==> src/rtl/sine_pkg.sv <==
// Shared constants and state encoding for the sine generator datapath.
// The LUT address space is 4 quarters of N_QUARTER_SAMPLES entries.
package sine_pkg;

  localparam int ADDR_WIDTH        = 9;
  localparam int N_QUARTER_SAMPLES = 128;

  typedef enum logic [1:0] {
    IDLE    = 2'd0,
    RUN     = 2'd1,
    PENDING = 2'd2
  } phase_state_t;

endpackage

==> src/rtl/tick_divider.sv <==
// Sample-rate strobe: one-cycle tick every TICK_DIVIDER clocks while enabled.
// Zero latency from count to tick; no backpressure, count clears when enable is low.
module tick_divider #(
  parameter int TICK_DIVIDER = 12
) (
  input  logic clk,
  input  logic rst_n,
  input  logic enable,
  output logic tick
);

  localparam int CW = (TICK_DIVIDER > 1) ? $clog2(TICK_DIVIDER) : 1;
  localparam logic [CW-1:0] LAST = CW'(TICK_DIVIDER - 1);

  logic [CW-1:0] count;

  always_ff @(posedge clk or negedge rst_n) begin
    if (!rst_n) begin
      count <= '0;
    end else if (!enable || count == LAST) begin
      count <= '0;
    end else begin
      count <= count + CW'(1);
    end
  end

  assign tick = enable && (count == LAST);

endmodule

==> src/rtl/phase_accumulator.sv <==
// NCO phase accumulator feeding the sine LUT address; FTW updates land at a wrap.
// Address updates 1 cycle after a tick, sample_valid 2 cycles after; ftw_ready low while an FTW is pending.
module phase_accumulator #(
  parameter int                     PHASE_WIDTH  = 24,
  parameter int                     ADDR_WIDTH   = sine_pkg::ADDR_WIDTH,
  parameter int                     TICK_DIVIDER = 12,
  parameter logic [PHASE_WIDTH-1:0] DEFAULT_FTW  = PHASE_WIDTH'(24'h000800)
) (
  input  logic                   clk,
  input  logic                   rst_n,
  input  logic                   enable,
  input  logic [PHASE_WIDTH-1:0] ftw_in,
  input  logic                   ftw_valid,
  output logic                   ftw_ready,
  output logic [ADDR_WIDTH-1:0]  read_address,
  output logic                   sample_valid,
  output logic                   wrap
);

  import sine_pkg::*;

  if (PHASE_WIDTH < ADDR_WIDTH) begin : g_bad_width
    $error("PHASE_WIDTH must be >= ADDR_WIDTH");
  end
  if (TICK_DIVIDER < 2) begin : g_bad_divider
    $error("TICK_DIVIDER must be >= 2");
  end

  phase_state_t           state;
  logic [PHASE_WIDTH-1:0] phase;
  logic [PHASE_WIDTH-1:0] active_ftw;
  logic [PHASE_WIDTH-1:0] pending_ftw;
  logic [PHASE_WIDTH:0]   sum;
  logic                   carry;
  logic                   tick;
  logic                   tick_en;
  logic                   xfer;
  logic                   retune;
  logic                   tick_d1;

  assign tick_en = enable && (state != IDLE);

  tick_divider #(
    .TICK_DIVIDER (TICK_DIVIDER)
  ) u_tick_divider (
    .clk    (clk),
    .rst_n  (rst_n),
    .enable (tick_en),
    .tick   (tick)
  );

  assign sum   = {1'b0, phase} + {1'b0, active_ftw};
  assign carry = sum[PHASE_WIDTH];
  assign xfer  = ftw_valid && ftw_ready;
  // A zero FTW never wraps, so any tick counts as a safe retune point.
  assign retune = tick && (carry || active_ftw == '0);

  always_ff @(posedge clk or negedge rst_n) begin
    if (!rst_n) begin
      state        <= IDLE;
      phase        <= '0;
      active_ftw   <= DEFAULT_FTW;
      pending_ftw  <= '0;
      wrap         <= 1'b0;
      tick_d1      <= 1'b0;
      sample_valid <= 1'b0;
    end else begin
      wrap         <= tick && carry;
      tick_d1      <= tick;
      sample_valid <= tick_d1;
      if (tick) begin
        phase <= sum[PHASE_WIDTH-1:0];
      end
      case (state)
        IDLE: begin
          if (xfer) active_ftw <= ftw_in;
          if (enable) state <= RUN;
        end
        RUN: begin
          if (!enable) begin
            if (xfer) active_ftw <= ftw_in;
            state <= IDLE;
          end else if (xfer) begin
            if (retune) begin
              active_ftw <= ftw_in;
            end else begin
              pending_ftw <= ftw_in;
              state       <= PENDING;
            end
          end
        end
        PENDING: begin
          if (!enable) begin
            active_ftw <= pending_ftw;
            state      <= IDLE;
          end else if (retune) begin
            active_ftw <= pending_ftw;
            state      <= RUN;
          end
        end
        default: state <= IDLE;
      endcase
    end
  end

  assign ftw_ready    = (state != PENDING);
  assign read_address = phase[PHASE_WIDTH-1 -: ADDR_WIDTH];

endmodule

==> config.mk <==
export PLATFORM = sky130hd
export DESIGN_NAME = phase_accumulator
export DESIGN_NICKNAME = d
export VERILOG_FILES = /design/src/rtl/sine_pkg.sv /design/src/rtl/tick_divider.sv /design/src/rtl/phase_accumulator.sv
export SDC_FILE = /design/constraint.sdc
export NUM_CORES = 1
export LEC_CHECK = 0
export ABC_AREA = 0
export CAP_MARGIN = 20
export CORE_MARGIN = 2
export CORE_UTILIZATION = 40
export CTS_CLUSTER_SIZE = 25
export DETAILED_ROUTE_END_ITERATION = 10
export GPL_TIMING_DRIVEN = 0
export PLACE_DENSITY = 0.59
export REMOVE_ABC_BUFFERS = 1
export SYNTH_ARGS = -nofsm -noshare
export SYNTH_HDL_FRONTEND = slang
export SYNTH_SLANG_ARGS = --single-unit
==> constraint.sdc <==
create_clock -name clk -period 4 [get_ports clk]
set_input_delay 0.6 -clock clk [delete_from_list [all_inputs] [get_ports clk]]
set_output_delay 0.6 -clock clk [all_outputs]
set_load 0.02 [all_outputs]
After elaboration in Yosys (flattened, before gate mapping)
Index checks and enable logic that the tools add are counted.
W data, S select, Z words.

word-level totals
  ROM bits = 0
  latch bits = 0
  bits in writable memories = 0
  register bits = 81
  memories kept = 0

operators by class
  $mul = 0
  order comparisons = 0
  multiplexer cells = 15
  reductions and logical operators = 15
  div/mod/pow operators = 0
  shift-type cells = 0
  equality and inequality tests = 9
  add/sub/neg operators = 2
  bitwise logic cells = 1

operators by type and width
  cell                   number
  $mux W24               6
  $pmux W24 S3           1
  $add A24 B24 Y25       1
  $logic_not A24 Y1      1
  $mux W2                6
  $ne A3 B3 Y1 const B   4
  $reduce_and A4 Y1      3
  $pmux W2 S3            1
  $logic_and A1 B1 Y1    5
  $add A4 B1 Y4 const B  1
  $eq A4 B4 Y1 const B   1
  $mux W4                1
  $ne A2 B2 Y1 const B   2
  $reduce_bool A3 Y1     1
  $eq A2 B1 Y1 const B   1
  $eq A2 B2 Y1 const B   1
  $logic_not A2 Y1       1
  $logic_or A1 B1 Y1     2
  $reduce_bool A2 Y1     1
  $logic_not A1 Y1       1
  $not A1 Y1             1

Logic depth before layout (Yosys ltp)
Gate-level depths: netlist of run 1.

  depth after elaboration = 8
  depth in mapped cells = 10
  mapped depth without buffers = 9

Hierarchy
Synthesis of run 1 repeated with hierarchy kept, for this count alone.

unflattened totals
  cells, all modules = 465
  area total of the unflattened synthesis = 5,074.9 µm²

modules (own cells, without submodules)
  module             cells an instance  times used  area an instance (µm²)
  phase_accumulator  446                1           4,883.4
  tick_divider       19                 1           191.4

Worst setup path after synthesis of run 1
No wires, ideal clock.

  kind = reg-to-reg
  start point = reg phase[0]
  end point = reg pending_ftw[5]
  cell stages (with the launch flop) = 11
  arrival time = 2,653 ps
  path slack = 1,219 ps
  buffers on the path = 1
  clock period less this slack = 2,781 ps
  cell sequence = dfrtp_1 > ha_1 > fa_1 > a211oi_1 > o211ai_1 > a21oi_1 > a2111o_1 > and2_4 > nand4_4 > buf_4 > mux2_1

between the ends
  longest elaborated chain between the ends = 5

RTL lines
  element                      RTL line                 RTL
  start: declaration           phase_accumulator.sv:30  logic [PHASE_WIDTH-1:0] phase;
  start signal: assignment     phase_accumulator.sv:72  phase <= sum[PHASE_WIDTH-1:0];
  $add A24 B24 Y25             phase_accumulator.sv:52  assign sum = {1'b0, phase} + {1'b0, active_ftw};
  $logic_or A1 B1 Y1           phase_accumulator.sv:56  assign retune = tick && (carry || active_ftw == '0);
  $logic_and A1 B1 Y1          phase_accumulator.sv:56
  $not A1 Y1 (no line)         --
  $reduce_and A4 Y1 (no line)  --
  end signal: assignment       phase_accumulator.sv:87  pending_ftw <= ftw_in;
  end: declaration             phase_accumulator.sv:32  logic [PHASE_WIDTH-1:0] pending_ftw;

No other way between the ends.
A chain may end at the register's enable or synchronous reset.

Worst setup path in the final report of run 1
  start point = reg active_ftw[0]
  end point = reg active_ftw[7]

between the ends
  longest elaborated chain between the ends = 5
  elaborated cells on any way between the ends = 7
  classes of those cells = 1 x add/sub; 2 x eq/ne; 4 x reduce/logical

RTL lines
  element                                                       RTL line                                          RTL
  start: declaration                                            phase_accumulator.sv:31                           logic [PHASE_WIDTH-1:0] active_ftw;
  start signal: assignment                                      phase_accumulator.sv:76                           if (xfer) active_ftw <= ftw_in;
  start signal: assignment                                      phase_accumulator.sv:81                           if (xfer) active_ftw <= ftw_in;
  start signal: assignment                                      phase_accumulator.sv:85                           active_ftw <= ftw_in;
  $add A24 B24 Y25 / $logic_not A24 Y1 (equally long branches)  phase_accumulator.sv:52, phase_accumulator.sv:56
  $logic_or A1 B1 Y1 *                                          phase_accumulator.sv:56
  $logic_and A1 B1 Y1 *                                         phase_accumulator.sv:56
  $ne A3 B3 Y1 (no line)                                        --
  $reduce_and A4 Y1 (no line) *                                 --

Every way passes the cells marked *; elsewhere a longest branch is shown, timed or not.

==> summary.md, run 1 <==
| Metric | Value |
|---|---|
| Status | `finished, final reports clean` |
| Final HPWL DP | `7520 um` |
| Initial antenna violation count | `0` |
| Share of cells above drive strength 1 | `10.7%` |
| Chip height | `114 um` |
| Standard-cell row count | `40` |
| DRT Wirelength | `10,600 um` |
| RSZ-0062 raised after global routing | `false` |
| Die width | `114 um` |
| CTS tree | `built` |
| Core footprint | `0.0119 mm2` |
| DR vias | `3,668` |
| Leak Pwr | `2.56 nW` |
| CP Class | `reg -> reg` |
| Vias in the first global route | `3,624` |
| Measured slew at the worst slew-check pin | `1.10 ns` |
| Setup violations, final | `0` |
| Slew Limit Fails | `0` |
| I/O pin cnt | `40` |
| First-pass GRT wire length | `18,100 um` |
| Starting density of the core | `40.8%` |
| Sequential area share after synthesis | `41.7%` |
| Layout Area Growth over Synthesis | `16.3%` |
| Power density cells | `709 mW/mm2` |
| IO buf count | `39` |
| Post-synth top area cell | `dfrtp_1` |
| Post-CTS Setup Bufs | `0` |
| Netlist cell types | `55` |
| Count of final hold-check violations | `0` |
| Post-synth EDFFs | `0` |
| Overall routing resource usage | `17.5%` |
| Crit share post-route | `87.9%` |
| Final #Nets | `557` |
| Crit path required time | `4.27 ns` |
| Max cap viols | `0` |
| Hold-fix buffers, CTS | `0` |
| Asr flop ratio synth | `100%` |
| CP endpoint kind | `register` |
| Largest net degree at the start of global routing | `61` |
| Skew-Pair Late Insertion Delay | `0.34 ns` |
| Vias/cell | `5.63` |
| Final ANT Viol Nets | `0` |
| CTS Sinks | `81` |
| Clock root cell | `clkbuf_16` |
| H-Tree Level Count | `3` |
| Synth top area share | `41.2%` |
| Hold Path Class | `in -> async` |
| Worst Path Max Fanout | `24` |
| Drt first-iter violations | `128` |
| Top cells by area, synth | `dfrtp_1 (41%), a22o_1 (13%), ha_1 (7.5%)` |
| 1st-pass router iterations | `4` |
| Fmax achieved | `0.285 GHz` |
| CP Data Arrival Time | `3.78 ns` |
| Synth Register Bits | `81` |
| Post-Layout Inst Area | `0.00565 mm2` |
| Synth Flop Type | `dfrtp_1` |
| Die area | `0.0130 mm2` |
| Clock Skews | `0.00617 ns` |
| Post-synthesis mux area share | `6.23%` |
| Mapped Avg Cell Area | `10.1 um2` |
| Reg clk slew, reported paths | `0.06 ns` |
| CP startpoint kind | `register` |
| Diode count | `0` |
| Deepest clock path buffer count | `2` |
| Post-Syn Area | `0.00486 mm2` |
| CTS buffer count | `9` |
| Main combinational cell family by area after synthesis | `compound AO/OA/AOI/OAI gates` |
| Residual DRC | `0` |
| Post-Synth XOR/XNOR Area | `3.06%` |
| Placer Congestion | `0.869` |
| DR WL/cell | `16.3 um` |
| Adder-cell share of the synthesized area | `7.88%` |
| FF-to-FF Start | `active_ftw[0]$_DFFE_PN0P_` |
| Post-cts gate resize count | `0` |
| Crit path from | `active_ftw[0]$_DFFE_PN0P_` |
| GRT overflow | `0` |
| Fin util | `47.5%` |
| Slew Limit Headroom | `26.8%` |
| Post-Syn Instances | `479` |
| Synth Area in Simple Gates | `10.8%` |
| Placed Instance Area | `0.00533 mm2` |
| Synthesis warning total | `0` |
| Max IR drop VDD | `0.371 mV` |
| Synth Area in Compound Gates | `25.6%` |
| Minimum clock period | `3.51 ns` |
[state kept, by name, indices dropped and copies added (netlist names)]
| name | count |
|---|---|
| phase | 24 |
| state | 2 |
| sample_valid | 1 |
| wrap | 1 |
| tick_d1 | 1 |
| active_ftw | 24 |
| pending_ftw | 24 |
| u_tick_divider.count | 4 |
[cell type report]
class	instances	area (um2)
Fill cell	1112	6260
Multi-Input combinational cell	352	2610
Sequential cell	81	2030
Timing Repair Buffer	42	458
Clock buffer	11	243
Tap cell	147	184
Clock inverter	5	78.8
Inverter	13	53.8
[per-layer routing]
layer | global-route usage [%] | wire length (um) | vias up
met5 | 0 | 0 | -
li1 | - | - | 1829
met1 | 24.6 | 5490 | 1782
met2 | 27.1 | 4690 | 47
met4 | 6.59 | 148 | 0
met3 | 2.91 | 255 | 10
[layout by cell type (no fill, tap or decap), drive strengths merged, types with 3 or more instances in the layout]
| cell type | Yosys | final |
|---|---|---|
| dfrtp | 80 | 80 |
| a22o | 70 | 70 |
| nand2 | 38 | 38 |
| clkdlybuf4s50 | 0 | 38 |
| a21oi | 30 | 30 |
| ha | 29 | 29 |
| nor2 | 29 | 29 |
| o21ai | 28 | 28 |
| mux2 | 26 | 26 |
| nand3 | 14 | 14 |
| inv | 12 | 12 |
| clkbuf | 16 | 11 |
| xor2 | 9 | 9 |
| a21o | 9 | 9 |
| xnor2 | 8 | 8 |
| o21a | 6 | 6 |
| nor4 | 6 | 6 |
| a211oi | 4 | 4 |
| nor3 | 4 | 4 |
| nand4 | 4 | 4 |
| clkinv | 1 | 4 |
| buf | 17 | 4 |
| and3 | 3 | 3 |
| a31o | 3 | 3 |
| o21bai | 3 | 3 |
| o211ai | 3 | 3 |
[power breakdown]
| group | internal, W | switching [W] | leakage, nW | total (W) |
|---|---|---|---|---|
| registers | 0.00108 | 0.000198 | 1.00 | 0.00128 |
| clock network | 0.000563 | 0.000330 | 0.159 | 0.000893 |
| logic | 0.000848 | 0.000993 | 1.40 | 0.00184 |
| total | 0.00249 | 0.00152 | 2.56 | 0.00401 |
[worst max-delay path: stages (launching register included)]
cell      delay [ns]
dfrtp_1         0.40
ha_1            0.23
fa_1            0.44
a211oi_1        0.31
o211ai_1        0.13
a21oi_1         0.38
a2111o_1        0.30
a21oi_1         0.12
o211ai_2        0.85
a22o_1          0.28
[cells in the mapped netlist (4+ instances only)]
| library cell | n |
|---|---|
| dfrtp_1 | 80 |
| a22o_1 | 70 |
| nand2_1 | 38 |
| a21oi_1 | 30 |
| ha_1 | 29 |
| nor2_1 | 29 |
| o21ai_0 | 27 |
| mux2_2 | 22 |
| clkbuf_1 | 16 |
| nand3_1 | 14 |
| buf_4 | 13 |
| inv_1 | 11 |
| a21o_1 | 9 |
| xor2_1 | 9 |
| xnor2_1 | 8 |
| nor4_1 | 6 |
| o21a_1 | 6 |
| a211oi_1 | 4 |
| mux2_1 | 4 |
| nor3_1 | 4 |
[metrics by stage]
step	total power, W	TNS (ns)	setup WS (ns)	hold WS, ns	instances
2_1_floorplan	0.00262	0	1.13	0.304	446
3_3_place_gp	0.00304	-56.74	-0.645	0.334	632
3_5_place_dp	0.00313	0	0.201	0.336	635
4_1_cts	0.00404	0	0.491	0.156	651
5_1_grt	0.00432	0	0.269	0.165	651
6_report	0.00401	0	0.485	0.152	651
[kinds of logic after synthesis]
logic type,after synthesis
DFF,81
AOI/OAI and AO/OA,170
and+or+nand+nor,108
buffers and inverters,46
muxes,27
adders and majority gates,30
xor gates and xnor gates,17
[final timing paths]
check                                                   to  slack [ns]  cells past startpoint
worst min register to register      sample_valid$_DFF_PN0_        0.35                      0
worst max register to register   active_ftw[7]$_DFFE_PN0P_        0.49                      9
worst min-delay path            pending_ftw[6]$_DFFE_PN0P_        0.15                      1
min in group clk                    sample_valid$_DFF_PN0_        0.35                      0
max in group asynchronous       active_ftw[11]$_DFFE_PN1P_        3.21                      2
worst max-delay path             active_ftw[7]$_DFFE_PN0P_        0.49                      9
Power figures use the tool's default switching activity.
==> run 2: changes to the inputs <==
CORE_UTILIZATION = 55   (was 40)
PLACE_DENSITY = 0.76   (was 0.59)
==> summary.md, run 2 (synthesis gave the netlist of run 1 again) <==
| Metric | Value |
|---|---|
| Fin util | `63.6%` |
| Hold Path Class | `in -> async` |
| Final std cells w/o fill | `611` |
| IO buf count | `39` |
| Most frequent cells in the layout | `dfrtp_1 (80), a22o_1 (70), nand2_1 (38), clkdlybuf4s50_1 (38), a21oi_1 (30)` |
| Overall routing resource usage | `22.1%` |
| Placed Instance Area | `0.00528 mm2` |
| Max cap viols | `0` |
| Worst Path Buf+Inv | `0` |
| Layout Area Growth over Synthesis | `12.9%` |
| Multi-input gate area | `0.00261 mm2` |
| Residual DRC | `0` |
| Status | `finished, final reports clean` |
| I/O pin cnt | `40` |
| Final HPWL DP | `7180 um` |
| Measured slew at the worst slew-check pin | `1.01 ns` |
| CTS buffer count | `9` |
| Standard-cell row count | `34` |
| First-pass GRT wire length | `17,400 um` |
| Die area | `0.00961 mm2` |
| CTS tree | `built` |
| Slowest stage cell, crit path | `o211ai_2` |
| Post-cts gate resize count | `0` |
| Post-CTS Setup Bufs | `0` |
| Core footprint | `0.00864 mm2` |
| Biggest regs | `active_ftw x24, pending_ftw x24, phase x24` |
| Largest net degree at the start of global routing | `60` |
| Max IR drop VDD | `0.343 mV` |
| Initial antenna violation count | `0` |
| Final ANT Viol Nets | `0` |
| CP startpoint kind | `register` |
| Post-Layout Inst Area | `0.00549 mm2` |
| Slew Limit Fails | `0` |
| Hold-fix buffers, CTS | `0` |
| Reg clk slew, reported paths | `0.08 ns` |
| Crit path required time | `4.29 ns` |
| Critical path, cell by cell | `ha_1 -> fa_1 -> a211oi_1 -> o211ai_1 -> a21oi_1 -> a2111o_1 -> a21oi_1 -> o211ai_2 -> a22o_1` |
| FF-to-FF Start | `active_ftw[0]$_DFFE_PN0P_` |
| FF-to-FF setup slack | `0.53 ns` |
| RSZ-0062 raised after global routing | `false` |
| Crit share post-route | `86.7%` |
| Count of final hold-check violations | `0` |
| Deepest clock path buffer count | `2` |
| Leak Pwr | `2.51 nW` |
| Final #Nets | `557` |
| CP Data Arrival Time | `3.76 ns` |
| Setup violations, final | `0` |
| Fmax achieved | `0.288 GHz` |
| Slew Limit Headroom | `32.8%` |
| Setup_tns | `0 ns` |
| Layout fillers | `693` |
| Clock Power Share | `17.2%` |
| Family with the most delay on the worst path | `compound AO/OA/AOI/OAI gates` |
| Worst Path Max Fanout | `24` |
| Share of cells above drive strength 1 | `10.7%` |
| CP endpoint kind | `register` |
| H-Tree Level Count | `3` |
| Die width | `98.0 um` |
| Combinational share of power | `48.9%` |
| Minimum clock period | `3.47 ns` |
| Vias/cell | `6.18` |
| Most common cell after layout, fill and taps aside | `dfrtp_1` |
| CTS Sinks | `81` |
| CP Class | `reg -> reg` |
| Switching pwr | `0.00149 W` |
| Placer Congestion | `0.898` |
| DRT Wirelength | `10,000 um` |
| Int Pwr | `0.00227 W` |
| Diode count | `0` |
| Switching Fraction | `39.6%` |
| R2R depth | `9` |
| Drt first-iter violations | `185` |
| 1st-pass router iterations | `4` |
| GRT overflow | `0` |
| Sequential power share | `33.9%` |
| Clock root cell | `clkbuf_8` |
| Power density cells | `684 mW/mm2` |
| Vias in the first global route | `3,653` |
| CP max stage delay | `0.80 ns` |
| Clock Skews | `0.0107 ns` |
| Seq. cell area | `0.00203 mm2` |
| Top cell by count, worst path | `a21oi_1` |
| Chip height | `98.0 um` |
| FF-to-FF End | `active_ftw[12]$_DFFE_PN0P_` |
| DR WL/cell | `16.4 um` |
| Skew-Pair Late Insertion Delay | `0.35 ns` |
| DR vias | `3,778` |
| Placed cell count | `596` |
| Starting density of the core | `56.3%` |
-- run 2: cell types whose count changed in the layout (fill, tap and decap cells not counted), sizes merged --
cell    delta
clkinv     +1
clkbuf     -2
-- run 2: metal layers --
metal  share of wire, %  track usage [%]
met5                  0                0
met4                1.7             8.12
met3                3.4             2.86
met2                 47             35.2
met1                 48             31.2
-- run 2: power groups by stage --
stage          Combinational [W]  Clock (W)  Sequential, W
5_1_grt                  0.00203   0.000696        0.00131
6_report                 0.00184   0.000646        0.00127
3_3_place_gp             0.00173          0        0.00127
3_5_place_dp             0.00182          0        0.00129
2_1_floorplan            0.00141          0        0.00121
4_1_cts                  0.00183   0.000663        0.00127
-- run 2: how the worst max path moves through the flow --
stage	from	end	slack, ns	depth (start not counted)
floorplan	phase[0]$_DFFE_PN0P_	pending_ftw[5]$_DFFE_PN0P_	1.13	9
detailed placement	enable	active_ftw[1]$_DFFE_PN0P_	0.26	9
global route	active_ftw[0]$_DFFE_PN0P_	active_ftw[0]$_DFFE_PN0P_	0.26	9
global placement	rst_n	phase[20]$_DFFE_PN0P_	-0.54	1
CTS	active_ftw[0]$_DFFE_PN0P_	active_ftw[12]$_DFFE_PN0P_	0.53	9
finish	active_ftw[0]$_DFFE_PN0P_	active_ftw[12]$_DFFE_PN0P_	0.53	9
-- run 2: through the flow --
| step | hold WS [ns] | setup WS, ns | total power [W] |
|---|---|---|---|
| 6_report | 0.131 | 0.532 | 0.00376 |
| 3_3_place_gp | 0.334 | -0.543 | 0.00300 |
| 2_1_floorplan | 0.304 | 1.13 | 0.00262 |
| 5_1_grt | 0.144 | 0.262 | 0.00403 |
| 4_1_cts | 0.131 | 0.534 | 0.00376 |
| 3_5_place_dp | 0.339 | 0.257 | 0.00311 |
-- run 2: cell type report --
cell class                      instances  area share (%)
Tap cell                              108            2.46
Sequential cell                        81            36.9
Clock inverter                          6            1.53
Clock buffer                            9            2.26
Multi-Input combinational cell        352            47.5
Inverter                               13           0.980
Timing Repair Buffer                   42            8.34
-- run 2: worst register-to-register path: cells and delay by family, from the launching register on --
kind,cells,cell delay [ns]
flops,1,0.41
fa+ha+maj,2,0.69
compound gates,7,2.32
